### src/rtl/tile_map_pkg.sv
// Default VGA timing and tile geometry shared by the tile/display coordinate mapper.
// Derived widths follow from the defaults so a retarget only touches the base constants.
package tile_map_pkg;

  localparam int H_START_D    = 336;
  localparam int V_START_D    = 27;
  localparam int H_VIS_D      = 1280;
  localparam int V_VIS_D      = 800;
  localparam int TILE_SHIFT_D = 4;
  localparam int COLS_D       = H_VIS_D >> TILE_SHIFT_D;
  localparam int ROWS_D       = V_VIS_D >> TILE_SHIFT_D;

  localparam int HW_D  = 11;
  localparam int VW_D  = 10;
  localparam int IXW_D = $clog2(COLS_D);
  localparam int IYW_D = $clog2(ROWS_D);
  localparam int AW_D  = $clog2(COLS_D * ROWS_D);

  typedef enum logic {
    ANCHOR_TL  = 1'b0,
    ANCHOR_CTR = 1'b1
  } anchor_e;

  // Pixel offset from the tile's top-left corner to its (upper-left) centre pixel.
  function automatic int centre_off(input int shift);
    return (1 << (shift - 1)) - 1;
  endfunction

endpackage

### src/rtl/tile_scan_addr.sv
// Two-stage scan pipeline: live (hcount, vcount) -> tile index, in-tile offset and
// linear tile-map address, with the row base accumulated line by line (no multiplier).
module tile_scan_addr
  import tile_map_pkg::*;
#(
  parameter int H_START    = H_START_D,
  parameter int V_START    = V_START_D,
  parameter int H_VIS      = H_VIS_D,
  parameter int V_VIS      = V_VIS_D,
  parameter int TILE_SHIFT = TILE_SHIFT_D,
  parameter int COLS       = COLS_D,
  parameter int HW         = HW_D,
  parameter int VW         = VW_D,
  parameter int IXW        = IXW_D,
  parameter int IYW        = IYW_D,
  parameter int AW         = AW_D
) (
  input  logic                  clk,
  input  logic                  rst_n,
  input  logic                  pix_valid_i,
  input  logic [HW-1:0]         pix_hcount_i,
  input  logic [VW-1:0]         pix_vcount_i,
  output logic                  scan_valid_o,
  output logic                  scan_visible_o,
  output logic [IXW-1:0]        scan_tile_x_o,
  output logic [IYW-1:0]        scan_tile_y_o,
  output logic [TILE_SHIFT-1:0] scan_off_x_o,
  output logic [TILE_SHIFT-1:0] scan_off_y_o,
  output logic [AW-1:0]         scan_addr_o
);

  localparam logic [HW-1:0] HS     = HW'(H_START);
  localparam logic [HW-1:0] HE     = HW'(H_START + H_VIS - 1);
  localparam logic [VW-1:0] VS     = VW'(V_START);
  localparam logic [VW-1:0] VE     = VW'(V_START + V_VIS - 1);
  localparam logic [AW-1:0] COLS_A = AW'(COLS);

  logic [HW-1:0]         rel_x;
  logic [VW-1:0]         rel_y;
  logic                  vis;
  logic                  line_start;
  logic [1:0]            vld_pipe_q;
  logic [AW-1:0]         row_base_q, row_base_d;
  logic                  s1_vis_q;
  logic [IXW-1:0]        s1_tx_q;
  logic [IYW-1:0]        s1_ty_q;
  logic [TILE_SHIFT-1:0] s1_ox_q, s1_oy_q;
  logic                  vis_q;
  logic [IXW-1:0]        tx_q;
  logic [IYW-1:0]        ty_q;
  logic [TILE_SHIFT-1:0] ox_q, oy_q;
  logic [AW-1:0]         addr_q;

  always_comb begin
    rel_x      = pix_hcount_i - HS;
    rel_y      = pix_vcount_i - VS;
    vis        = (pix_hcount_i >= HS) && (pix_hcount_i <= HE) &&
                 (pix_vcount_i >= VS) && (pix_vcount_i <= VE);
    line_start = pix_valid_i && vis && (pix_hcount_i == HS);
    row_base_d = row_base_q;
    // Advance by one tile row only on the first line of each tile row.
    if (line_start) begin
      if (pix_vcount_i == VS)
        row_base_d = '0;
      else if (rel_y[TILE_SHIFT-1:0] == '0)
        row_base_d = row_base_q + COLS_A;
    end
  end

  always_ff @(posedge clk or negedge rst_n) begin
    if (!rst_n) begin
      vld_pipe_q <= '0;
      row_base_q <= '0;
      s1_vis_q   <= 1'b0;
      s1_tx_q    <= '0;
      s1_ty_q    <= '0;
      s1_ox_q    <= '0;
      s1_oy_q    <= '0;
      vis_q      <= 1'b0;
      tx_q       <= '0;
      ty_q       <= '0;
      ox_q       <= '0;
      oy_q       <= '0;
      addr_q     <= '0;
    end else begin
      vld_pipe_q <= {vld_pipe_q[0], pix_valid_i};
      row_base_q <= row_base_d;
      if (pix_valid_i) begin
        s1_vis_q <= vis;
        s1_tx_q  <= rel_x[TILE_SHIFT +: IXW];
        s1_ty_q  <= rel_y[TILE_SHIFT +: IYW];
        s1_ox_q  <= rel_x[TILE_SHIFT-1:0];
        s1_oy_q  <= rel_y[TILE_SHIFT-1:0];
      end
      // row_base_q already reflects this pixel's line when stage 2 samples it.
      if (vld_pipe_q[0]) begin
        vis_q  <= s1_vis_q;
        tx_q   <= s1_vis_q ? s1_tx_q : '0;
        ty_q   <= s1_vis_q ? s1_ty_q : '0;
        ox_q   <= s1_vis_q ? s1_ox_q : '0;
        oy_q   <= s1_vis_q ? s1_oy_q : '0;
        addr_q <= s1_vis_q ? (row_base_q + AW'(s1_tx_q)) : '0;
      end
    end
  end

  assign scan_valid_o   = vld_pipe_q[1];
  assign scan_visible_o = vis_q;
  assign scan_tile_x_o  = tx_q;
  assign scan_tile_y_o  = ty_q;
  assign scan_off_x_o   = ox_q;
  assign scan_off_y_o   = oy_q;
  assign scan_addr_o    = addr_q;

endmodule

### src/rtl/tile_coord_mapper.sv
// Bidirectional tile-matrix <-> VGA coordinate mapper: a one-deep registered request
// path (index -> display position) plus the pipelined scan path (position -> tile).
module tile_coord_mapper
  import tile_map_pkg::*;
#(
  parameter int H_START    = H_START_D,
  parameter int V_START    = V_START_D,
  parameter int H_VIS      = H_VIS_D,
  parameter int V_VIS      = V_VIS_D,
  parameter int TILE_SHIFT = TILE_SHIFT_D,
  parameter int COLS       = COLS_D,
  parameter int ROWS       = ROWS_D,
  parameter int HW         = HW_D,
  parameter int VW         = VW_D,
  parameter int IXW        = IXW_D,
  parameter int IYW        = IYW_D,
  parameter int AW         = AW_D
) (
  input  logic                  clk,
  input  logic                  rst_n,
  input  logic                  req_valid,
  output logic                  req_ready,
  input  logic [IXW-1:0]        req_idx_x,
  input  logic [IYW-1:0]        req_idx_y,
  input  logic                  req_anchor,
  output logic                  rsp_valid,
  input  logic                  rsp_ready,
  output logic [HW-1:0]         rsp_pos_x,
  output logic [VW-1:0]         rsp_pos_y,
  output logic                  rsp_err,
  input  logic                  pix_valid,
  input  logic [HW-1:0]         pix_hcount,
  input  logic [VW-1:0]         pix_vcount,
  output logic                  scan_valid,
  output logic                  scan_visible,
  output logic [IXW-1:0]        scan_tile_x,
  output logic [IYW-1:0]        scan_tile_y,
  output logic [TILE_SHIFT-1:0] scan_off_x,
  output logic [TILE_SHIFT-1:0] scan_off_y,
  output logic [AW-1:0]         scan_addr
);

  localparam logic [HW-1:0]  HS     = HW'(H_START);
  localparam logic [VW-1:0]  VS     = VW'(V_START);
  localparam logic [HW-1:0]  CX     = HW'(centre_off(TILE_SHIFT));
  localparam logic [VW-1:0]  CY     = VW'(centre_off(TILE_SHIFT));
  localparam logic [IXW:0]   COLS_W = (IXW+1)'(COLS);
  localparam logic [IYW:0]   ROWS_W = (IYW+1)'(ROWS);

  logic          accept;
  logic          oor;
  logic          rsp_valid_q, rsp_valid_d;
  logic [HW-1:0] pos_x_q, pos_x_d;
  logic [VW-1:0] pos_y_q, pos_y_d;
  logic          err_q, err_d;

  assign req_ready = !rsp_valid_q || rsp_ready;
  assign accept    = req_valid && req_ready;
  assign oor       = ({1'b0, req_idx_x} >= COLS_W) || ({1'b0, req_idx_y} >= ROWS_W);

  always_comb begin
    rsp_valid_d = rsp_valid_q;
    pos_x_d     = pos_x_q;
    pos_y_d     = pos_y_q;
    err_d       = err_q;
    if (accept) begin
      rsp_valid_d = 1'b1;
      err_d       = oor;
      if (oor) begin
        pos_x_d = HS;
        pos_y_d = VS;
      end else begin
        pos_x_d = HS + (HW'(req_idx_x) << TILE_SHIFT) +
                  ((req_anchor == ANCHOR_CTR) ? CX : '0);
        pos_y_d = VS + (VW'(req_idx_y) << TILE_SHIFT) +
                  ((req_anchor == ANCHOR_CTR) ? CY : '0);
      end
    end else if (rsp_ready) begin
      rsp_valid_d = 1'b0;
    end
  end

  always_ff @(posedge clk or negedge rst_n) begin
    if (!rst_n) begin
      rsp_valid_q <= 1'b0;
      pos_x_q     <= '0;
      pos_y_q     <= '0;
      err_q       <= 1'b0;
    end else begin
      rsp_valid_q <= rsp_valid_d;
      pos_x_q     <= pos_x_d;
      pos_y_q     <= pos_y_d;
      err_q       <= err_d;
    end
  end

  assign rsp_valid = rsp_valid_q;
  assign rsp_pos_x = pos_x_q;
  assign rsp_pos_y = pos_y_q;
  assign rsp_err   = err_q;

  tile_scan_addr #(
    .H_START(H_START), .V_START(V_START), .H_VIS(H_VIS), .V_VIS(V_VIS),
    .TILE_SHIFT(TILE_SHIFT), .COLS(COLS), .HW(HW), .VW(VW),
    .IXW(IXW), .IYW(IYW), .AW(AW)
  ) u_scan (
    .clk           (clk),
    .rst_n         (rst_n),
    .pix_valid_i   (pix_valid),
    .pix_hcount_i  (pix_hcount),
    .pix_vcount_i  (pix_vcount),
    .scan_valid_o  (scan_valid),
    .scan_visible_o(scan_visible),
    .scan_tile_x_o (scan_tile_x),
    .scan_tile_y_o (scan_tile_y),
    .scan_off_x_o  (scan_off_x),
    .scan_off_y_o  (scan_off_y),
    .scan_addr_o   (scan_addr)
  );

endmodule

### config.mk
export PLATFORM = sky130hd
export DESIGN_NAME = tile_coord_mapper
export DESIGN_NICKNAME = d
export VERILOG_FILES = /design/src/rtl/tile_map_pkg.sv /design/src/rtl/tile_scan_addr.sv /design/src/rtl/tile_coord_mapper.sv
export SDC_FILE = /design/constraint.sdc
export NUM_CORES = 1
export LEC_CHECK = 0
export ABC_AREA = 1
export CAP_MARGIN = 10
export CORE_ASPECT_RATIO = 1.4
export CORE_MARGIN = 1
export CORE_UTILIZATION = 50
export CTS_CLUSTER_SIZE = 12
export DETAILED_ROUTE_END_ITERATION = 6
export GPL_TIMING_DRIVEN = 1
export HOLD_SLACK_MARGIN = 0.15
export PLACE_DENSITY = 0.8
export SLEW_MARGIN = 20
export SYNTH_ARGS = -nofsm -noshare
export SYNTH_HDL_FRONTEND = slang
export SYNTH_SLANG_ARGS = --single-unit
### constraint.sdc
create_clock -name clk -period 1.64 [get_ports clk]
set_input_delay 0.41 -clock clk [delete_from_list [all_inputs] [get_ports clk]]
set_output_delay 0.41 -clock clk [all_outputs]
set_load 0.05 [all_outputs]
# == Word-level counts from Yosys, hierarchy flattened ==
# Cells that the tools add are included.
# op_classes
mux,13
n_addsub,8
reduce_logical,13
order_cmp,6
eq_ne,2
# ops
cell,n
12-bit 2-to-1 mux,3
12-bit by 7-bit adder with 12-bit output,1
12-bit by 7-bit adder with 12-bit output (second input constant),1
11-bit by 3-bit adder with 11-bit output,1
9-bit by 11-bit adder with 11-bit output (first input constant),1
11-bit by 9-bit equality test with 1-bit output (second input constant),1
11-bit by 9-bit >= comparator with 1-bit output (second input constant),1
11-bit less-or-equal comparator (second input constant),1
11-bit 2-to-1 mux,1
11-bit by 9-bit subtractor with 11-bit output (second input constant),1
10-bit by 3-bit adder with 10-bit output,1
5-bit by 10-bit adder with 10-bit output (first input constant),1
10-bit by 5-bit equality test with 1-bit output (second input constant),1
10-bit by 5-bit >= comparator with 1-bit output (second input constant),1
10-bit less-or-equal comparator (second input constant),1
10-bit 2-to-1 mux,1
10-bit by 5-bit subtractor with 10-bit output (second input constant),1
4-bit 2-to-1 mux,2
7-bit >= comparator (second input constant),1
7-bit 2-to-1 mux,1
6-bit >= comparator (second input constant),1
1-bit logical AND,6
3-bit 2-to-1 mux,2
6-bit 2-to-1 mux,1
6 further kinds,9
# totals
register_bits,93
in_bits,40

# == Logic depth before layout (Yosys ltp) ==
# Gate-level depths: netlist of run 1.
# logic_depth
depth_word,7
ltp_mapped,13
ltp_nobuf,13

# == Cells and area by module ==
# A second synthesis of run 1 with hierarchy kept.
# unflattened
hier_cells,549
hier_area_um2,4366.7
# by_module_without_submodules
module,area_per_inst_um2,cells_each,instances
tile_scan_addr,3363.2,424,1
tile_coord_mapper,1003.5,125,1

# == Worst setup path after synthesis of run 1 ==
# Ideal clock, no wire load.
# synth_path
path_kind,register -> register
from,reg rsp_valid_q (netlist: rsp_valid)
to,reg pos_x_q[9] (netlist: rsp_pos_x[9])
t_arrival_ns,1.801
period_less_slack_ns,1.867
required_time_ns,1.574
setup_time_ns,0.066
path_stages_with_launch,8
setup_slack_ns,-0.227
path_cell_list,dfrtp_1 > nand2_1 > nand2_1 > nor2_2 > inv_2 > a21oi_1 > o21ai_1 > nand2_1
# synth_between
elab_chain_cells,3
# synth_lines
item,line_no,rtl
from (decl),tile_coord_mapper.sv:52,"logic rsp_valid_q, rsp_valid_d;"
from (signal assigned),tile_coord_mapper.sv:90,rsp_valid_q <= rsp_valid_d;
1-bit logical NOT,tile_coord_mapper.sv:57,assign req_ready = !rsp_valid_q || rsp_ready;
1-bit logical OR,tile_coord_mapper.sv:57,
named net req_ready,tile_coord_mapper.sv:22,"output logic req_ready,"
1-bit logical AND,tile_coord_mapper.sv:58,assign accept = req_valid && req_ready;
to (signal assigned),tile_coord_mapper.sv:91,pos_x_q <= pos_x_d;
to (decl),tile_coord_mapper.sv:53,"logic [HW-1:0] pos_x_q, pos_x_d;"
# The timed path passes the listed nets, and every way through them passes these cells.
# A chain may end at the register's enable or synchronous reset.

# == Worst setup path in the final report of run 1 ==
# layout_path
from,in pix_vcount[7]
to,reg u_scan.row_base_q[9]
# layout_between
elab_chain_cells,6
# layout_lines
item,line_no,rtl
from (decl),tile_coord_mapper.sv:33,"input logic [VW-1:0] pix_vcount,"
10-bit by 5-bit >= comparator with 1-bit output,tile_scan_addr.sv:58,(pix_vcount_i >= VS) && (pix_vcount_i <= VE);
1-bit logical AND,tile_scan_addr.sv:57,vis = (pix_hcount_i >= HS) && (pix_hcount_i <= HE) &&
1-bit logical AND,tile_scan_addr.sv:58,
1-bit logical AND (2 in a row),tile_scan_addr.sv:59,line_start = pix_valid_i && vis && (pix_hcount_i == HS);
2-bit AND reduction (no line),--,
to (signal assigned),tile_scan_addr.sv:87,row_base_q <= row_base_d;
to (decl),tile_scan_addr.sv:43,"logic [AW-1:0] row_base_q, row_base_d;"
# Several ways; a longest one is shown, not always the timed one.

==> results.yml, run 1 <==
status:
  status: "finished, final reports clean"
route:
  viasPerCell: 5.24
  firstDrtPassIters: 4
  postRouteAntennaNets: 0
  drtIter0Drc: 275
  wl_per_cell_um: 15.3
  vias: 4174
  drt-total-wl_um: 12200
  drc: 0
power:
  comb_power_share_pct: 33.5
  p_per_area_nw_per_um2: 1020
  p_seq_share_pct: 36.7
  vdd_drop_max_mv: 0.831
  p_leak_uw: 0.00341
  sw_frac_of_total_pct: 33.8
  p_int_uw: 4590
  p_switching_uw: 2350
  clockPowerShare_pct: 29.8
finish:
  final_nets: 742
  antennaDiodeCount: 0
  area_growth_pct: 58.6
  fill_cells: 493
  multiInputGateArea_um2: 1860
  final_layout_size_suffix_gt1_share_pct: 28.9
  final_cell_count_no_fill: 797
  regArea_um2: 2100
synthesis:
  synth-edff-count: 0
  synth_area_um2: 4280
  avgSynthCellArea_um2: 7.99
  synthArstFlopShare_pct: 100
  synth.distinct_cells: 36
  synthFlopType: "dfrtp_1"
  synth_warnings: 0
  ys_seq_area_share_pct: 49.1
  synth-seq-cells: 84
  synthCells: 536
clock_tree:
  clk_latency_ns: 0.35
  cts_tree: "done"
  clkSinkCount: 84
  cts_buffers: 9
  clkTransAtPathRegs_ns: 0.07
  clockBufferDepth: 2
  cts_root_buf: "clkbuf_16"
  cts_max_level: 3
floorplanning:
  fp.dieH_um: 111
  die_w_um: 80.2
  ios: 99
  core_area_um2: 8250
  dieArea_um2: 8940
  initial_core_util_pct: 51.9
  rows: 39
worst_setup_path:
  crit_type: "in2reg"
  slowest_stage: "clkdlybuf4s50_1"
  critPathCaptureType: "flip-flop"
  cpLargestDelayFamily: "buffers and inverters"
  crit_required_ns: 1.88
  worstSetupStartpointType: "input port"
  max_stage_delay_ns: 0.42
  path_cells: "clkdlybuf4s50_1 > inv_2 > nand2_4 > nor2_8 > nand3_4 > a21oi_4 > buf_12 > nand3_2 > nand2_2 > inv_1"
  worst-path-buf-inv: 4
  worst-path-max-fanout: 6
  crit_arrival_ns: 1.84
place:
  place_inst: 775
  gp_congestion: 0.921
  pre_cts_ws_ns: -0.550
  dpl.hpwl_um: 8910
  numPortBuffers: 96
sta:
  fmax_mhz: 625
  fin_crit_sh_pct: 97.6
  worstMarginPinSlew_ns: 0.512
  setup_viol: 0
  min_period_ns: 1.60
  hold_viol: 0
  fin_ws_ns: 0.0395
  rsz0062_at_grt: "yes"
  whs_ns: 0.353
  max_slew_margin_pct: 65.8
  finalMaxSlewViolations: 0
  clock_skew_ns: 0.0107
global_route:
  grt_antenna_before_repair: 0
  grt_usage_pct: 28.6
  grt_pass1_wl_um: 19600
  grt.overflow.total: 0
  grt_pass1_vias: 4289
  grt_max_degree: 42
worst_hold_path:
  hp-class: "in2reg"
flow_run:
  cap_violations: 0
metal layers:
layer,track usage (%),routed length [um],vias up
li1,-,-,1985
met1,31.4,4690,2002
met2,52.4,6570,153
met3,3.93,572,34
met4,14.6,393,0
met5,0,0,-
layout make-up:
| type | count | area share [%] |
|---|---|---|
| Multi-Input combinational cell | 337 | 27.4 |
| Clock buffer | 10 | 3.52 |
| Sequential cell | 84 | 31.0 |
| Clock inverter | 6 | 0.922 |
| Inverter | 101 | 5.59 |
| Tap cell | 102 | 1.88 |
| Timing Repair Buffer | 157 | 29.8 |
final timing paths:
| kind | depth (start not counted) | endpoint | slack (ns) | start |
|---|---|---|---|---|
| worst max-delay path | 10 | u_scan.row_base_q[9]$_DFFE_PN0P_ | 0.04 | pix_vcount[7] |
| worst min-delay path | 2 | u_scan.s1_tx_q[0]$_DFFE_PN0P_ | 0.35 | pix_hcount[4] |
| worst max register to register | 11 | u_scan.scan_addr_o[10]$_DFFE_PN0P_ | 0.05 | u_scan.s1_tx_q[5]$_DFFE_PN0P_ |
| worst min register to register | 2 | u_scan.s1_oy_q[0]$_DFFE_PN0P_ | 0.49 | u_scan.s1_oy_q[0]$_DFFE_PN0P_ |
| max in group asynchronous | 3 | rsp_pos_x[10]$_DFFE_PN0P_ | 0.52 | rst_n |
| min in group asynchronous | 2 | rsp_pos_x[7]$_DFFE_PN0P_ | 0.52 | rst_n |
cells in the mapped netlist, types with 5 or more instances:
| library cell | n | share of area [%] |
|---|---|---|
| nand2_1 | 127 | 11 |
| inv_1 | 88 | 7.7 |
| inv_2 | 12 | 1.1 |
| nand3_1 | 30 | 3.5 |
| dfrtp_1 | 84 | 49 |
| a21oi_1 | 11 | 1.3 |
| o21ai_0 | 46 | 5.4 |
| a31oi_1 | 6 | 0.88 |
| buf_4 | 5 | 0.88 |
| o22ai_1 | 19 | 2.8 |
| clkbuf_1 | 10 | 0.88 |
| o21ai_1 | 8 | 0.94 |
| nor2_1 | 42 | 3.7 |
| ha_1 | 12 | 3.5 |
| xor2_1 | 5 | 1.0 |
cells in the final DEF (no fill, tap or decap), types with 2 or more instances in the layout:
master / n
nand2_1: 113
inv_1: 85
dfrtp_1: 84
buf_4: 59
buf_12: 59
o21ai_0: 42
nor2_1: 33
nand3_1: 27
o22ai_1: 19
clkdlybuf4s50_1: 18
inv_2: 15
nand2_2: 15
nor2_2: 11
o21ai_1: 11
a21oi_1: 10
dlymetal6s2s_1: 10
clkbuf_16: 9
ha_1: 8
dlygate4sd2_1: 8
a31oi_1: 6
xor2_1: 5
nand3_2: 4
nor2_4: 4
or2_2: 3
clkinv_2: 3
nand2_4: 2
xnor2_1: 2
nand3_4: 2
ha_2: 2
ha_4: 2
conb_1: 2
clkbuf_2: 2
what timing repair did:
item | in CTS | in global routing
pin swaps | 6 | 16
endpoints found under the hold margin | 21 | 0
buffers inserted | 2 | 2
endpoints found under the setup margin | 11 | 14
gates cloned | 0 | 1
gates resized for setup | 20 | 45
hold buffers | 1 | 0
registers in the layout (all words and copies together), names as in the netlist:
name,cells
u_scan.scan_tile_y_o,6
u_scan.s1_oy_q,4
u_scan.scan_off_x_o,4
u_scan.row_base_q,8
u_scan.scan_visible_o,1
u_scan.s1_ox_q,4
rsp_valid,1
rsp_pos_x,8
u_scan.scan_off_y_o,4
u_scan.scan_addr_o,12
u_scan.s1_ty_q,6
rsp_pos_y,8
rsp_err,1
u_scan.s1_tx_q,7
u_scan.vld_pipe_q,2
u_scan.scan_tile_x_o,7
u_scan.s1_vis_q,1
worst reg2reg max path, stage by stage (launching register included):
cell	delay (ns)
dfrtp_1	0.42
ha_4	0.28
nand2_2	0.07
nand2_2	0.09
nand2_2	0.07
nand2_2	0.10
nand2_2	0.08
nor2_2	0.11
nand2_1	0.09
nand2_1	0.07
nand3_1	0.06
o21ai_1	0.07
per-stage QoR:
stage               power (uW)  area, um2  TNS (ns)  util, %
finish                    6930       6790         0     82.3
global route              7170       6790    -0.129     82.3
CTS                       6910       6660         0     80.7
detailed placement        4860       6300     -8.99     76.4
global placement          4800       6300     -7.40     76.4
floorplan                 3570       4290         0        -
power groups by stage:
stage	clock (uW)	sequential, uW	combinational (uW)
finish	2070	2540	2320
global route	2150	2570	2450
CTS	2070	2540	2300
detailed placement	0	2580	2290
global placement	0	2560	2240
floorplan	0	3060	507
logic make-up after synthesis:
group           after synthesis  share of synthesized area (%)
compound gates               96                           12.5
xor+xnor                      7                           1.43
fa+ha+maj                    12                           3.51
buf+inv                     117                           10.7
flops                        84                           49.1
other cells                   1                         0.0876
simple gates                219                           22.6
(Power assumes the default switching activity.)
==> run 2, diff against run 1 <==
--- a/config.mk
+++ b/config.mk
@@ -15,6 +15,7 @@
 export GPL_TIMING_DRIVEN = 1
 export HOLD_SLACK_MARGIN = 0.15
 export PLACE_DENSITY = 0.8
+export SETUP_SLACK_MARGIN = 0.15
 export SLEW_MARGIN = 20
 export SYNTH_ARGS = -nofsm -noshare
 export SYNTH_HDL_FRONTEND = slang
==> run 2 against run 1 <==
  * The run now ends with negative setup slack left
  * Maximum frequency is 3.8% lower
  * Global-route usage is 6.9 points higher
  * Clock skew hardly changed
  * Largest power group unchanged
  * Worst setup slack worse by 0.064 ns
  * Die area stayed put
  * Highest routed layer unchanged
  * Count of clock-buffer cells in the layout is 2 higher
  * Largest cell class is now multi-input gates
  * Routed wire length is 38% higher
  * Sequential share of layout area is 1.6 points lower
  * First-iteration DRC count is 110% higher
==> results.yml, run 2 (synthesis gave the netlist of run 1 again) <==
route:
  postRouteAntennaNets: 0
  firstDrtPassIters: 6
  viasPerCell: 5.99
  drtIter0Drc: 580
  wl_per_cell_um: 21.0
  drt-total-wl_um: 16900
  drc: 0
  vias: 4840
sta:
  fin_ws_ns: -0.0245
  whs_ns: 0.329
  min_period_ns: 1.66
  fin_crit_sh_pct: 101
  rsz0062_at_grt: "yes"
  hold_viol: 0
  fmax_mhz: 601
  setup_viol: 2
  finalMaxSlewViolations: 0
  clock_skew_ns: 0.0110
  tns_ns: -0.0390
finish:
  area_growth_pct: 67.5
  layout_commonest_cell: "nand2_1"
  final_core_utilization_pct: 87.0
  largest_register_ffs: 12
  fill_cells: 346
  final_nets: 753
  final_layout_size_suffix_gt1_share_pct: 40.1
  antennaDiodeCount: 0
  most-common-layout-cells: "nand2_1, dfrtp_1, inv_1"
flow_run:
  cap_violations: 0
clock_tree:
  clkTransAtPathRegs_ns: 0.06
  clockBufferDepth: 2
  cts_max_level: 3
  clk_latency_ns: 0.35
  cts_buffers: 9
  cts_root_buf: "clkbuf_16"
  cts_tree: "done"
  clkSinkCount: 84
place:
  pre_cts_ws_ns: -0.620
  gp_congestion: 0.966
  dpl.hpwl_um: 8990
  numPortBuffers: 96
worst_setup_path:
  crit_required_ns: 1.88
  critPathCaptureType: "flip-flop"
  worst-path-max-fanout: 3
  worstSetupStartpointType: "flip-flop"
  max_stage_delay_ns: 0.44
  slowest_stage: "dfrtp_2"
  reg2regPathDepth: 8
  crit_arrival_ns: 1.91
  crit_type: "reg2reg"
  path_cells: "buf_4 > ha_2 > nor2_2 > o21ai_0 > nand3_1 > nand3_2 > nand2_2 > inv_1"
floorplanning:
  fp.dieH_um: 111
  initial_core_util_pct: 51.9
  die_w_um: 80.2
  ios: 99
  core_area_um2: 8250
  rows: 39
  dieArea_um2: 8940
power:
  p_int_uw: 4690
  p_seq_share_pct: 35.6
  p_leak_uw: 0.00347
  sw_frac_of_total_pct: 34.9
  clockPowerShare_pct: 29.1
  p_per_area_nw_per_um2: 1000
  p_switching_uw: 2510
  vdd_drop_max_mv: 0.820
  comb_power_share_pct: 35.3
global_route:
  grt_pass1_wl_um: 23900
  grt_max_degree: 37
  grt.overflow.total: 0
  grt_antenna_before_repair: 0
  grt_pass1_vias: 4760
  grt_usage_pct: 35.5
status:
  status: "finished with violations"
  violations: "negative setup slack"
worst_hold_path:
  hp-class: "in2reg"
  min_path_cells: 2
==> run 2: cell types whose count changed in the layout (fill, tap and decap cells not counted), moves of 7 or more <==
cell,before,now
nand2_1,113,94
buf_6,0,7
nand2_2,15,24
nor2_4,4,13
clkdlybuf4s50_1,18,11
dlymetal6s2s_1,10,3
inv_1,85,76
nand3_1,27,19
nand2_4,2,12
nand3_2,4,11
==> run 2: stage by stage <==
stage	cells	total power (uW)	area, um2
3_5_place_dp	768	4840	6240
2_1_floorplan	537	3570	4300
5_1_grt	808	7400	7170
6_report	808	7200	7170
4_1_cts	800	6950	6830
3_3_place_gp	768	4780	6240
==> run 2: cell type report <==
cell class	instances	area, um2	area share (%)
Clock buffer	12	256	3.58
Clock inverter	4	47.5	0.663
Inverter	101	397	5.53
Multi-Input combinational cell	337	2180	30.4
Sequential cell	84	2100	29.3
Tap cell	102	128	1.78
Timing Repair Buffer	168	2060	28.7
==> run 2: repair_timing <==
item	CTS	global route
setup buffers	14	8
pin swaps	37	38
hold buffers	1	0
gates cloned	1	0
setup endpoints to repair	21	39
hold endpoints to repair	24	0
gates resized for setup	95	106
==> run 2: worst max-delay path, delay by kind of cell, from the launching register on <==
family	cells	cell delay, ns
flops	1	0.44
fa+ha+maj	1	0.20
simple gates	4	0.57
buf+inv	2	0.21
compound gates	1	0.15
==> run 2: routing by layer <==
metal	GRT usage [%]	vias to the layer above	share of wire, %
met5	0	-	0
met4	18.8	0	5.4
met3	8.03	94	8.3
met2	62.1	375	52
met1	39.3	2350	35
li1	-	2021	-
==> run 2: final timing paths <==
| kind | from | endpoint | slack, ns |
|---|---|---|---|
| hold reg to reg | u_scan.s1_ty_q[3]$_DFFE_PN0P_ | u_scan.scan_tile_y_o[3]$_DFFE_PN0P_ | 0.49 |
| hold / removal | pix_hcount[4] | u_scan.s1_tx_q[0]$_DFFE_PN0P_ | 0.33 |
| max in group asynchronous | rst_n | u_scan.scan_addr_o[8]$_DFFE_PN0P_ | 0.52 |
| setup reg to reg | u_scan.row_base_q[5]$_DFFE_PN0P_ | u_scan.row_base_q[8]$_DFFE_PN0P_ | -0.02 |
| setup / recovery | u_scan.row_base_q[5]$_DFFE_PN0P_ | u_scan.row_base_q[8]$_DFFE_PN0P_ | -0.02 |
| min in group asynchronous | rst_n | rsp_pos_y[8]$_DFFE_PN0P_ | 0.53 |
==> run 2: power groups by stage <==
stage	Clock, uW	Sequential, uW	Combinational, uW
final	2100	2560	2540
after detailed placement	0	2580	2270
after global placement	0	2560	2220
after CTS	2050	2540	2350
after floorplan	0	3060	508
after global routing	2170	2580	2650
==> run 3, diff against run 2 <==
--- a/config.mk
+++ b/config.mk
@@ -9,12 +9,12 @@
 export CAP_MARGIN = 10
 export CORE_ASPECT_RATIO = 1.4
 export CORE_MARGIN = 1
-export CORE_UTILIZATION = 50
+export CORE_UTILIZATION = 40
 export CTS_CLUSTER_SIZE = 12
 export DETAILED_ROUTE_END_ITERATION = 6
 export GPL_TIMING_DRIVEN = 1
 export HOLD_SLACK_MARGIN = 0.15
-export PLACE_DENSITY = 0.8
+export PLACE_DENSITY = 0.66
 export SETUP_SLACK_MARGIN = 0.15
 export SLEW_MARGIN = 20
 export SYNTH_ARGS = -nofsm -noshare
==> run 3 against run 2 <==
  * The flow now finishes without violations
  * Clock skew decreased by 0.0050 ns
  * Cell count increased by 5.8%
  * Worst hold slack improved by 0.0025 ns
  * Global-route usage decreased by 12 points
  * Count of clock-buffer cells in the layout fell by 1
  * Largest power group unchanged
  * Highest routed layer unchanged
==> results.yml, run 3 (synthesis gave the netlist of run 1 again) <==
finish:
  regArea_um2: 2100
  area_growth_pct: 70.7
  most-common-layout-cells: "nand2_1, dfrtp_1, inv_1"
  largest_register_ffs: 12
  layout_commonest_cell: "nand2_1"
  multiInputGateArea_um2: 2110
  antennaDiodeCount: 0
  final_area_um2: 7310
  final_core_utilization_pct: 70.2
  fill_cells: 702
  final_layout_size_suffix_gt1_share_pct: 38.8
  final_nets: 764
  final_cell_count_no_fill: 855
worst_hold_path:
  hp-class: "in2reg"
  hold_end: "u_scan.s1_tx_q[0]$_DFFE_PN0P_"
  min_path_cells: 2
  min_from: "pix_hcount[4]"
floorplanning:
  fp.dieH_um: 124
  rows: 44
  dieArea_um2: 11100
  die_w_um: 89.4
  ios: 99
  initial_core_util_pct: 41.1
  core_area_um2: 10400
clock_tree:
  cts_buffers: 9
  clockBufferDepth: 2
  clk_latency_ns: 0.34
  cts_tree: "done"
  clkSinkCount: 84
  cts_root_buf: "clkbuf_16"
  cts_max_level: 3
  clkTransAtPathRegs_ns: 0.06
sta:
  min_period_ns: 1.59
  finalMaxSlewViolations: 0
  fin_crit_sh_pct: 96.7
  hold_viol: 0
  rsz0062_at_grt: "yes"
  whs_ns: 0.331
  setup_viol: 0
  fmax_mhz: 631
  clock_skew_ns: 0.00595
power:
  p_per_area_nw_per_um2: 991
  vdd_drop_max_mv: 0.563
  p_leak_uw: 0.00355
worst_setup_path:
  rrSetupSlack_ns: 0.05
  worst-path-buf-inv: 3
  crit_type: "reg2reg"
  rr_endpoint: "u_scan.scan_addr_o[6]$_DFFE_PN0P_"
  path_cells: "ha_4 > nand2_4 > buf_4 > buf_4 > buf_4 > nand2_1 > o22ai_2"
  slowest_stage: "dfrtp_1"
  r2r-start: "u_scan.row_base_q[6]$_DFFE_PN0P_"
  reg2regPathDepth: 7
  crit_arrival_ns: 1.80
  cpLargestDelayFamily: "flip-flops"
  critPathCaptureType: "flip-flop"
  crit_required_ns: 1.85
  cpMostUsedCell: "buf_4"
  worstSetupStartpointType: "flip-flop"
  worst-path-max-fanout: 5
  max_stage_delay_ns: 0.49
route:
  wl_per_cell_um: 14.6
  firstDrtPassIters: 4
  drt-total-wl_um: 12500
  postRouteAntennaNets: 0
  viasPerCell: 4.96
  vias: 4239
  drtIter0Drc: 272
  drc: 0
global_route:
  grt_pass1_vias: 4365
  grt_max_degree: 36
  grt.overflow.total: 0
  grt_usage_pct: 23.1
  grt_antenna_before_repair: 0
  grt_pass1_wl_um: 19800
place:
  dpl.hpwl_um: 8440
  place_area_um2: 6360
  place_inst: 811
  gp_congestion: 0.863
  numPortBuffers: 96
flow_run:
  cap_violations: 0
status:
  status: "finished, final reports clean"
-- run 3: changes by cell type in the layout (fill, tap and decap cells not counted), sizes merged --
cell and delta:
buf +10, clkdlybuf4s50 +1, clkdlybuf4s15 +2, dlymetal6s2s +2, clkbuf -3, bufinv +1, dlygate4sd2 -2
-- run 3: per-stage QoR --
| step | total power (uW) | TNS (ns) | worst slack [ns] |
|---|---|---|---|
| after floorplan | 3570 | 0 | 0.153 |
| after global placement | 4820 | -7.93 | -0.455 |
| after detailed placement | 4860 | -8.79 | -0.514 |
| after CTS | 7180 | 0 | 0.0858 |
| after global routing | 7530 | 0 | 0.0227 |
| final | 7240 | 0 | 0.0542 |
-- run 3: what timing repair did --
action | 4_1_cts | 5_1_grt
endpoints found under the hold margin | 11 | 0
pin swaps | 34 | 46
gates resized for setup | 70 | 104
gates cloned | 1 | 0
buffers inserted | 16 | 10
hold buffers | 1 | 0
setup endpoints to repair | 20 | 32
-- run 3: worst max path at each step --
stage | startpoint | to | depth (start not counted)
finish | u_scan.row_base_q[6]$_DFFE_PN0P_ | u_scan.scan_addr_o[6]$_DFFE_PN0P_ | 7
global route | u_scan.row_base_q[6]$_DFFE_PN0P_ | u_scan.scan_addr_o[6]$_DFFE_PN0P_ | 7
CTS | u_scan.s1_tx_q[5]$_DFFE_PN0P_ | u_scan.scan_addr_o[10]$_DFFE_PN0P_ | 11
detailed placement | pix_hcount[4] | u_scan.row_base_q[6]$_DFFE_PN0P_ | 9
global placement | pix_hcount[4] | u_scan.row_base_q[6]$_DFFE_PN0P_ | 9
floorplan | pix_vcount[0] | u_scan.row_base_q[10]$_DFFE_PN0P_ | 11
-- run 3: worst reg2reg max path, stage by stage, from the launching register on --
cell and delay (ns):
dfrtp_1 0.49, ha_4 0.37, nand2_4 0.07, buf_4 0.13, buf_4 0.12, buf_4 0.12
nand2_1 0.08, o22ai_2 0.08
-- run 3: cell type report --
class | count | share of cell area [%]
tap | 138 | 2.36
multi-input combinational | 337 | 28.9
clock buffer | 11 | 3.46
clock inverter | 5 | 1.15
inverter | 101 | 5.38
timing repair buffer | 179 | 30.0
sequential | 84 | 28.8
-- run 3: layer usage --
metal	vias up	GRT usage, %	routed length, um
met5	-	0	0
met4	0	12.0	448
met3	32	4.90	625
met2	147	39.1	6520
met1	2004	26.7	4870
li1	2056	-	-
-- run 3: where the power goes --
| part | internal [uW] | switching (uW) |
|---|---|---|
| logic | 1150 | 1310 |
| registers | 2300 | 240 |
| clock network | 1420 | 817 |
==> edit 1 (config.mk and constraints of run 2) <==
`HW_D`: 11 -> 12.
--- a/src/rtl/tile_map_pkg.sv
+++ b/src/rtl/tile_map_pkg.sv
@@ -10,7 +10,7 @@
   localparam int COLS_D       = H_VIS_D >> TILE_SHIFT_D;
   localparam int ROWS_D       = V_VIS_D >> TILE_SHIFT_D;
 
-  localparam int HW_D  = 11;
+  localparam int HW_D  = 12;
   localparam int VW_D  = 10;
   localparam int IXW_D = $clog2(COLS_D);
   localparam int IYW_D = $clog2(ROWS_D);
Ports: changed (resized pix_hcount and rsp_pos_x); port bits go from 99 to 101. No check against the original RTL was run, so the function may have changed too.
==> edit 1 against run 2 <==
Routed wire length is 22% lower. Non-clock buffer count is 5 lower. Sequential cell count increased by 1. Count of clock-buffer cells in the layout grew 3. Worst setup slack improved by 0.16 ns. Power shrank 10%. Final area shrank 3.7%. Synthesized area increased by 0.82%.
==> edit 1: results (changes against run 2) <==
Drt
  • Top sig layer: met4 (unchanged)
  • DR vias/cell: 5.36 (was 5.99)
  • DRT Pass-1 Iters: 5 (was 6)
  • Initial DRC Count: 305 (was 580)
  • WL/cell: 16.7 um (was 21.0 um)
  • Met1 WL: 4550 um (was 5850 um)
  • Wire length on met3: 832 um (was 1410 um)
  • Routed wl met2: 7290 um (was 8750 um)

Synth
  • Largest cells by area after synthesis: dfrtp_1, nand2_1, inv_1, o21ai_0, ha_1 (was dfrtp_1, nand2_1, inv_1, o21ai_0, nor2_1)
  • Synth warnings: 0 (unchanged)
  • Sequential area share after synthesis: 49.3% (was 49.1%)
  • Synth unique cells: 39 (was 36)
  • Ys async rst share: 100% (unchanged)
  • Synth cell count leaders: nand2_1, inv_1, dfrtp_1 (unchanged)

Cells and area
  • Fin nets: 735 (was 753)
  • Fill count: 428 (was 346)
  • Diodes inserted: 0 (unchanged)
  • Max reg flops: 12 (unchanged)
  • Share of post-route cells with drive strength above 1: 32.5% (was 40.1%)

Clock tree
  • Worst skew pair latency: 0.34 ns
  • Cts bufs inserted: 9 (unchanged)
  • Clock Tree Root: clkbuf_16 (unchanged)
  • H-tree depth: 3 (unchanged)
  • Clock slew at reported path FFs: 0.06 ns (about the same)

Place
  • Post-DP HPWL: 8860 um (was 8990 um)
  • Final Wtd Congestion: 0.875 (was 0.966)
  • Port bufs: 98 (was 96)
  • Placed Area: 6400 um^2 (was 6240 um^2)

Worst setup path
  • Crit path arrival time: 1.78 ns (was 1.91 ns)
  • Reg2reg path depth: 8 (unchanged)
  • R2R setup slack: 0.14 ns (was -0.02 ns)
  • Setup crit start kind: register (unchanged)

Power
  • Sw frac: 32.7% (was 34.9%)
  • Seq pwr share: 38.8% (was 35.6%)
  • Leakage: 3.30 nW (was 3.47 nW)
  • VDD IR max: 0.742 mV (was 0.820 mV)
  • Sequential group power: 2.51 mW (was 2.56 mW)
  • Clock network power: 1.87 mW (was 2.10 mW)

GRT
  • Largest net degree at the start of global routing: 45 (was 37)
  • First-pass GRT wire length: 20700 um (was 23900 um)
  • Initial antenna violation count: 0 (unchanged)
  • Vias in the first global route: 4338 (was 4760)
  • GRT Total Usage: 30.7% (was 35.5%)

Hold path
  • Hold depth: 2 (unchanged)
  • Hold crit path type: input port to register (unchanged)
  • Worst Hold Path EP: u_scan.s1_tx_q[0]$_DFFE_PN0P_ (unchanged)

STA
  • Clk_skew: 0.00666 ns (was 0.0110 ns)

Run status
  • Status: complete, no violations (was complete, but fails checks)
==> edit 1: changes by cell type after synthesis, moves of 2 or more <==
cell / delta
nand2_1: -19
nor2_1: -7
inv_1: +5
inv_2: -5
nand4_1: +5
o21ai_0: -4
nor2_2: +3
xnor2_1: +3
nor2_4: -2
o22ai_1: -2
==> edit 1: timing repair <==
action,CTS,global route
hold buffers,1,0
pin swaps,25,28
gates resized for setup,63,54
endpoints found under the hold margin,27,0
buffers inserted,6,3
setup endpoints to repair,26,26
cloned,1,0
==> edit 1: worst max-delay path, cell delays in order, from the launching register on <==
cell	delay, ns
dfrtp_1	0.42
buf_4	0.17
ha_2	0.19
o21ai_4	0.18
xor2_1	0.18
nand2_1	0.09
nand4_1	0.10
nand2_1	0.06
inv_1	0.06
==> edit 1: cell families (layout without fill, tap and decap cells) <==
group	Yosys count	after routing	synth area share, %
xor gates and xnor gates	11	11	2.23
AOI/OAI and AO/OA	95	95	12.6
other	1	2	0.0869
DFF	85	85	49.3
adders and majority gates	12	12	3.48
and+or+nand+nor	200	201	21.5
buffers and inverters	119	281	10.8
==> edit 1: area by class of cell <==
class	instances	area, um^2	share of cell area (%)
clock inverter	1	5.00	0.0725
multi-input combinational	321	1970	28.5
sequential	85	2130	30.8
timing repair buffer	163	2020	29.2
clock buffer	15	268	3.88
tap	102	128	1.85
inverter	102	392	5.67
==> edit 1: worst max path at each step <==
stage / startpoint / endpoint / slack (ns) / depth (start not counted)
4_1_cts: rsp_valid$_DFFE_PN0P_ / req_ready / 0.14 / 3
5_1_grt: pix_hcount[8] / u_scan.row_base_q[9]$_DFFE_PN0P_ / 0.07 / 12
3_3_place_gp: pix_vcount[0] / u_scan.row_base_q[9]$_DFFE_PN0P_ / -0.45 / 10
6_report: u_scan.row_base_q[5]$_DFFE_PN0P_ / u_scan.row_base_q[8]$_DFFE_PN0P_ / 0.14 / 8
3_5_place_dp: pix_hcount[4] / u_scan.row_base_q[6]$_DFFE_PN0P_ / -0.55 / 13
2_1_floorplan: rsp_valid$_DFFE_PN0P_ / rsp_pos_y[1]$_DFFE_PN0P_ / 0.14 / 4
==> edit 1: metal layers <==
| metal | vias to the layer above | track usage, % |
|---|---|---|
| li1 | 1970 | - |
| met1 | 2028 | 31.4 |
| met2 | 196 | 56.2 |
| met3 | 37 | 7.38 |
| met4 | 0 | 15.2 |
| met5 | - | 0 |
==> edit 1: through the flow <==
stage / cells / hold WS, ns / worst slack [ns]
after floorplan: 524 / 0.114 / 0.138
after global placement: 762 / 0.348 / -0.454
after detailed placement: 762 / 0.356 / -0.552
after CTS: 786 / 0.346 / 0.144
after global routing: 789 / 0.388 / 0.0730
final: 789 / 0.365 / 0.140
==> edit 2 (settings of run 2) <==
Without the edit above. Register the output `rsp_err` once more, with the module's reset; this adds one clock of latency there. The other outputs are not delayed to match.
--- a/src/rtl/tile_coord_mapper.sv
+++ b/src/rtl/tile_coord_mapper.sv
@@ -97,7 +97,13 @@
   assign rsp_valid = rsp_valid_q;
   assign rsp_pos_x = pos_x_q;
   assign rsp_pos_y = pos_y_q;
-  assign rsp_err   = err_q;
+  always_ff @(posedge clk or negedge rst_n) begin
+    if (!rst_n) begin
+      rsp_err <= '0;
+    end else begin
+      rsp_err <= err_q;
+    end
+  end
 
   tile_scan_addr #(
     .H_START(H_START), .V_START(V_START), .H_VIS(H_VIS), .V_VIS(V_VIS),
Behaviour: not the same (a bounded check fails within 4 cycles, from zero or initial values and one cycle with rst_n low).
==> edit 2 against run 2 <==
The flow still finishes with violations (negative setup slack). Synthesized area up 0.32%. Routed wire length fell by 8.9%. Global-route usage down 4.6 points. Power fell by 0.98%. Final area decreased by 0.92%. Non-clock buffer count up 1. Critical path depth increased by 3. First-iteration DRC count down 32%. Sequential cell count grew 1. Worst setup slack worse by 0.021 ns. Fmax down 1.3%. Largest cell class is now flip-flops and latches.
==> edit 2: results (changes against run 2) <==
Power
  • Leakage: 3.44 nW (was 3.47 nW)
  • Sw frac: 35.1% (was 34.9%)
  • VDD IR max: 1.17 mV (was 0.820 mV)
  • Seq pwr share: 36.3% (was 35.6%)
  • Clock power share: 29.1% (about the same)

Drt
  • Initial DRC Count: 395 (was 580)
  • Wire length on met3: 1100 um (was 1410 um)
  • Routed wl met2: 8040 um (was 8750 um)
  • Met1 WL: 5260 um (was 5850 um)
  • WL/cell: 19.0 um (was 21.0 um)

Worst setup path
  • Critical path's slowest cell: dfrtp_1 (was dfrtp_2)
  • Crit path arrival time: 1.96 ns (was 1.91 ns)
  • Reg-to-Reg End: u_scan.scan_addr_o[10]$_DFFE_PN0P_ (was u_scan.row_base_q[8]$_DFFE_PN0P_)
  • Reg2reg path depth: 11 (was 8)

Place
  • Post-DP HPWL: 8810 um (was 8990 um)
  • Final Wtd Congestion: 0.876 (was 0.966)
  • Placed cells: 769 (was 768)
  • Dpl ws: -0.568 ns (was -0.620 ns)
  • Placed Area: 6260 um^2 (was 6240 um^2)

Run status
  • Failing checks: negative setup slack (unchanged)
  • Status: complete, but fails checks (unchanged)

Clock tree
  • Cts bufs inserted: 9 (unchanged)

GRT
  • Met1 Use GR: 34.3% (was 39.3%)
  • Vias in the first global route: 4392 (was 4760)
  • GRT Total Usage: 30.9% (was 35.5%)
  • First-pass GRT wire length: 20800 um (was 23900 um)
  • Met3 Usage GRT: 5.90% (was 8.03%)
  • Met2 usage: 55.4% (was 62.1%)
  • Largest net degree at the start of global routing: 38 (was 37)

Synth
  • Synth unique cells: 34 (was 36)
  • Synth cell count leaders: nand2_1, inv_1, dfrtp_1 (unchanged)
  • Largest cells by area after synthesis: dfrtp_1, nand2_1, inv_1, o21ai_0, nor2_1 (unchanged)
  • Synthesized instance count: 539 (was 536)
  • Sequential area share after synthesis: 49.5% (was 49.1%)

STA
  • Setup tns final: -0.0575 ns (was -0.0390 ns)
  • Final setup vio count: 2 (unchanged)
  • Worst hold margin: 0.335 ns (was 0.329 ns)
  • Clk_skew: 0.00946 ns (was 0.0110 ns)
  • Setup ws final: -0.0456 ns (was -0.0245 ns)

Cells and area
  • Diodes inserted: 0 (unchanged)
  • Share of post-route cells with drive strength above 1: 36.1% (was 40.1%)
  • Final non-filler cell total: 812 (was 808)
  • Fin nets: 757 (was 753)

Hold path
  • Hold crit path type: input port to register (unchanged)
  • Worst Hold Path EP: u_scan.s1_tx_q[0]$_DFFE_PN0P_ (unchanged)
[edit 2: what timing repair did]
action | CTS | global route
hold buffers | 1 | 0
pin swaps | 38 | 29
cloned | 1 | 0
hold endpoints to repair | 17 | 0
setup buffers | 14 | 11
endpoints found under the setup margin | 24 | 32
resized for setup | 85 | 83
[edit 2: final cells by class]
type	count	area (um^2)
flip-flops and latches	85	2130
repair buffers	169	2090
multi-input cells	340	2070
fillers	373	1140
inverters	100	383
clock buffers	9	225
well taps	102	128
clock inverters	7	75.1
[edit 2: cells by family (layout without fill, tap and decap cells)]
| logic type | Yosys count | in the layout | share of synthesized area, % |
|---|---|---|---|
| flip-flops | 85 | 85 | 49.5 |
| adder cells (fa/ha/maj) | 12 | 12 | 3.50 |
| other | 1 | 2 | 0.0873 |
| AO/OA/AOI/OAI | 93 | 93 | 12.2 |
| AND/OR/NAND/NOR | 225 | 226 | 22.6 |
| XOR/XNOR | 7 | 7 | 1.43 |
| buffers and inverters | 116 | 285 | 10.6 |
[edit 2: worst max-delay path, delay by kind of cell (launching register included)]
| kind | cells | cell delay [ns] |
|---|---|---|
| flip-flops | 1 | 0.44 |
| adder cells (fa/ha/maj) | 1 | 0.31 |
| AND/OR/NAND/NOR | 9 | 0.78 |
| AO/OA/AOI/OAI | 1 | 0.09 |
[edit 2: worst max path at each step]
stage	to	slack, ns	depth (start not counted)
detailed placement	u_scan.row_base_q[5]$_DFFE_PN0P_	-0.57	9
finish	u_scan.scan_addr_o[10]$_DFFE_PN0P_	-0.05	11
CTS	u_scan.scan_addr_o[10]$_DFFE_PN0P_	0.05	11
global placement	u_scan.row_base_q[5]$_DFFE_PN0P_	-0.49	9
floorplan	u_scan.row_base_q[5]$_DFFE_PN0P_	0.15	9
global route	u_scan.scan_addr_o[10]$_DFFE_PN0P_	-0.12	11
